`src/rtl/column_median3_filter.sv`:
```
// column_median3_filter: vertical 3-tap median over a column-major stream with edge replication and column/frame markers
module column_median3_filter #(
  parameter int width = 120,
  parameter int height = 240,
  parameter int data_width = 21
) (
  input  logic                  clk,
  input  logic                  reset,
  input  logic [data_width-1:0] in_data,
  input  logic                  in_valid,
  input  logic                  filter_en,
  output logic [data_width-1:0] out_data,
  output logic                  out_valid,
  output logic                  out_col_start,
  output logic                  out_frame_end
);
  localparam int rw = height > 1 ? $clog2(height) : 1;
  localparam int cw = width > 1 ? $clog2(width) : 1;
  logic [rw-1:0] in_row;
  logic [cw-1:0] in_col;
  logic [data_width-1:0] prev1, prev2, flush_data, a, lo, hi, m2, med;
  logic en1, flush_pending, flush_last, last_row, last_col;
  assign last_row = in_row == rw'(height - 1);
  assign last_col = in_col == cw'(width - 1);
  always_comb begin
    a = in_row == rw'(1) ? prev1 : prev2;
    lo = a < prev1 ? a : prev1;
    hi = a < prev1 ? prev1 : a;
    m2 = hi < in_data ? hi : in_data;
    med = lo > m2 ? lo : m2;
  end
  always_ff @(posedge clk) begin
    if (reset) begin
      in_row <= '0;
      in_col <= '0;
      prev1 <= '0;
      prev2 <= '0;
      en1 <= 1'b0;
      flush_data <= '0;
      flush_pending <= 1'b0;
      flush_last <= 1'b0;
      out_data <= '0;
      out_valid <= 1'b0;
      out_col_start <= 1'b0;
      out_frame_end <= 1'b0;
    end else begin
      out_valid <= 1'b0;
      out_col_start <= 1'b0;
      out_frame_end <= 1'b0;
      flush_pending <= 1'b0;
      if (flush_pending) begin
        out_valid <= 1'b1;
        out_data <= flush_data;
        out_frame_end <= flush_last;
      end
      if (in_valid) begin
        prev2 <= prev1;
        prev1 <= in_data;
        en1 <= filter_en;
        in_row <= last_row ? '0 : in_row + 1'b1;
        if (last_row) in_col <= last_col ? '0 : in_col + 1'b1;
        if (in_row != '0) begin
          out_valid <= 1'b1;
          out_data <= en1 ? med : prev1;
          out_col_start <= in_row == rw'(1);
        end
        if (last_row) begin
          flush_pending <= 1'b1;
          flush_data <= in_data;
          flush_last <= last_col;
        end
      end
    end
  end
endmodule
```
`config.mk`:
```
export PLATFORM = sky130hd
export DESIGN_NAME = column_median3_filter
export DESIGN_NICKNAME = d
export VERILOG_FILES = /design/src/rtl/column_median3_filter.sv
export SDC_FILE = /design/constraint.sdc
export NUM_CORES = 1
export LEC_CHECK = 0
export ABC_AREA = 1
export CAP_MARGIN = 20
export CORE_MARGIN = 4
export CORE_UTILIZATION = 48
export CTS_BUF_LIST = sky130_fd_sc_hd__clkbuf_4
export DETAILED_ROUTE_END_ITERATION = 12
export HOLD_SLACK_MARGIN = 0.06
export PLACE_DENSITY = 0.67
export SKIP_CTS_REPAIR_TIMING = 1
export SYNTH_ARGS = -nofsm -noshare
export SYNTH_HDL_FRONTEND = slang
export SYNTH_SLANG_ARGS = --single-unit
```
`constraint.sdc`:
```
create_clock -name clk -period 11.5 [get_ports clk]
set_input_delay 2.3 -clock clk [delete_from_list [all_inputs] [get_ports clk]]
set_output_delay 2.3 -clock clk [all_outputs]
set_load 0.03 [all_outputs]
```
==> run summary <==
status = finished clean
# setup viols final = 0
clock root cell = clkbuf_4
initial antenna violation count = 0
Worst path slowest cell = nor4_1
WL/cell = 15.0 um
Layout area overhead = 9.71%
Die ar. = 0.0163 sq mm
Storage cell area = 0.00210 sq mm
sequential share of the synthesized area = 30.5%
HPWL after DPL = 13200 um
share of post-route cells with drive strength above 1 = 4.74%
Clock Skews = 24.5 ps
net count after synthesis = 1126
Vias/cell = 5.41
worst slew pin tran = 897 ps
Filler cells = 1394
max_cap viols = 0
Skew-Pair Late Insertion Delay = 510 ps
1st-pass router iterations = 6
yosys warns = 0
Worst Path Required = 11940 ps
Final Slew Violations = 0
vias in the first global route = 6186
worst vdd ir = 0.0786 mV
Peak Freq = 0.144 GHz
crit share post-route = 60.5%
final core occ = 54.1%
Initial Util = 49.3%
row cnt = 43
worst hold path class = register to register
FF+latch count, synth = 105
max incr delay on CP = 530 ps
CTS H-tree lvls = 3
area of the multi-input gates = 0.00415 sq mm
first-pass GRT wire length = 31000 um
routability cong. = 0.884
Post-DRT Antenna Nets = 0
clock buffer count from CTS = 9
Vias = 6678
Power per Cell Area = 137 mW/mm^2
die width = 128 um
post-synthesis cell type count = 37
Die Y = 128 um
Mapped Avg Cell Area = 6.66 sq um
CTS tree = yes
Worst setup EP type = register
Setup TNS = 0 ps
post-route DRC violation count = 0
RSZ-0062 raised after global routing = no
Routed WL = 18600 um
n_diodes = 0
Cells after Synth = 1036
Num Clock Sinks = 105
CP Data Arrival Time = 7400 ps
Slew headroom = 40.2%
pin count of the biggest net entering global routing = 78
gr usage total = 23.2%
clk slew on worst S/H paths = 170 ps
largest fanout on the critical path = 44
Post-Syn Area = 0.00690 sq mm
core area = 0.0140 sq mm
Setup crit start kind = register
Hold Violations, Final = 0
crit path kind = register to register
leakage dissipation = 3.26 nW
Max clock buf depth = 2
final net count = 1139
1st-iter DRT viols = 484
post-layout min period = 6960 ps
PortBufs = 48
Crit path top cell by count = nand2_1
I/O pins = 49
gr ovfl total = 0
## worst paths after layout
| path | cells past startpoint | end | slack (ps) | startpoint |
|---|---|---|---|---|
| max reg2reg | 35 | out_data[8] | 4540 | in_row[1] |
| max | 35 | out_data[8] | 4540 | in_row[1] |
| min reg2reg | 2 | out_frame_end | 460 | flush_last |
| min | 2 | out_frame_end | 460 | flush_last |
## synthesized netlist by cell type (all sizes together)
cell / count / area (sq um)
o211ai: 2 / 15.0
o21ai: 138 / 691
nand2: 264 / 1030
nor2b: 1 / 6.26
nor4: 3 / 18.8
clkinv: 1 / 3.75
nor3b: 3 / 22.5
a21oi: 131 / 671
o21a: 1 / 7.51
o221ai: 2 / 17.5
xor2: 1 / 8.76
nand3: 66 / 335
nor2: 29 / 121
o22ai: 10 / 62.6
o21bai: 1 / 7.51
clkbuf: 40 / 150
a31oi: 1 / 6.26
buf: 14 / 87.6
a211oi: 4 / 30.0
nand4: 13 / 81.3
inv: 109 / 409
and2: 20 / 125
nor3: 10 / 55.1
dfxtp: 105 / 2100
a21o: 2 / 15.0
ha: 65 / 813
## cells by family (layout without fill, tap and decap cells)
| group | after synthesis | count (layout) | share of synthesized area [%] |
|---|---|---|---|
| AOI/OAI and AO/OA | 292 | 292 | 22.1 |
| xor gates and xnor gates | 1 | 1 | 0.127 |
| adders and majority gates | 65 | 65 | 11.8 |
| buffers and inverters | 164 | 182 | 9.43 |
| DFF | 105 | 105 | 30.5 |
| and+or+nand+nor | 409 | 409 | 26.1 |
## layout by cell type, fill, tap and decap left out, types with 2 or more instances in the layout
master           Yosys  layout
nand2_4              4       4
a21o_1               2       2
and2_1              20      20
o22ai_1             10      10
buf_4                2       7
a21oi_1            127     126
nor2_1              26      26
nand2_1            255     255
clkbuf_4             0       9
nand4_1             13      13
dfxtp_1            105     105
nor3_1               9       9
o21ai_1             20      20
clkinv_1             1       3
o221ai_1             2       2
a21oi_2              4       5
nor4_1               3       3
inv_6                0       2
o21ai_0            118     118
nand3_1             65      65
o211ai_1             2       2
a211oi_1             4       4
inv_1              101     101
inv_2                8       8
nor3b_1              3       3
clkdlybuf4s50_1      0      47
nor2_2               2       2
ha_1                65      65
nand2_2              5       5
## per-stage QoR
step	instances	hold slack, ps	setup slack (ps)	power, mW	area, sq um
floorplan	1036	421	5920	0.727	6900
global placement	1217	435	4150	0.835	7420
detailed placement	1217	437	4020	0.836	7420
CTS	1233	459	3960	1.04	7550
global route	1234	483	3740	1.11	7570
finish	1234	457	4540	1.03	7570
## registers in the layout, indices dropped and copies added, names as in the netlist, 7 cells and up
signal,cells
prev1,21
in_row,8
in_col,7
flush_data,21
out_data,21
prev2,21
## metal layers
metal / wire [um] / track usage (%)
met2: 8080 / 36.5
met4: 222 / 5.18
met1: 9220 / 33.0
met3: 1040 / 4.38
met5: 0 / 0
## power by group
part | switching [mW] | total [mW] | internal (mW)
combinational | 0.286 | 0.440 | 0.154
clock | 0.132 | 0.198 | 0.0661
sequential | 0.0132 | 0.395 | 0.382
## worst max-delay path: cells and delay by family, from the launching register on
| kind | cells | cell delay (ps) |
|---|---|---|
| adders and majority gates | 4 | 1090 |
| DFF | 1 | 350 |
| and+or+nand+nor | 19 | 3580 |
| buffers and inverters | 6 | 730 |
| AOI/OAI and AO/OA | 6 | 1130 |
## layout make-up
type | instances | area share [%]
Timing Repair Buffer | 56 | 7.18
Clock buffer | 9 | 0.893
Sequential cell | 105 | 27.8
Inverter | 110 | 5.46
Multi-Input combinational cell | 767 | 54.8
Tap cell | 180 | 2.98
Clock inverter | 7 | 0.893
Power figures use the tool's default switching activity.
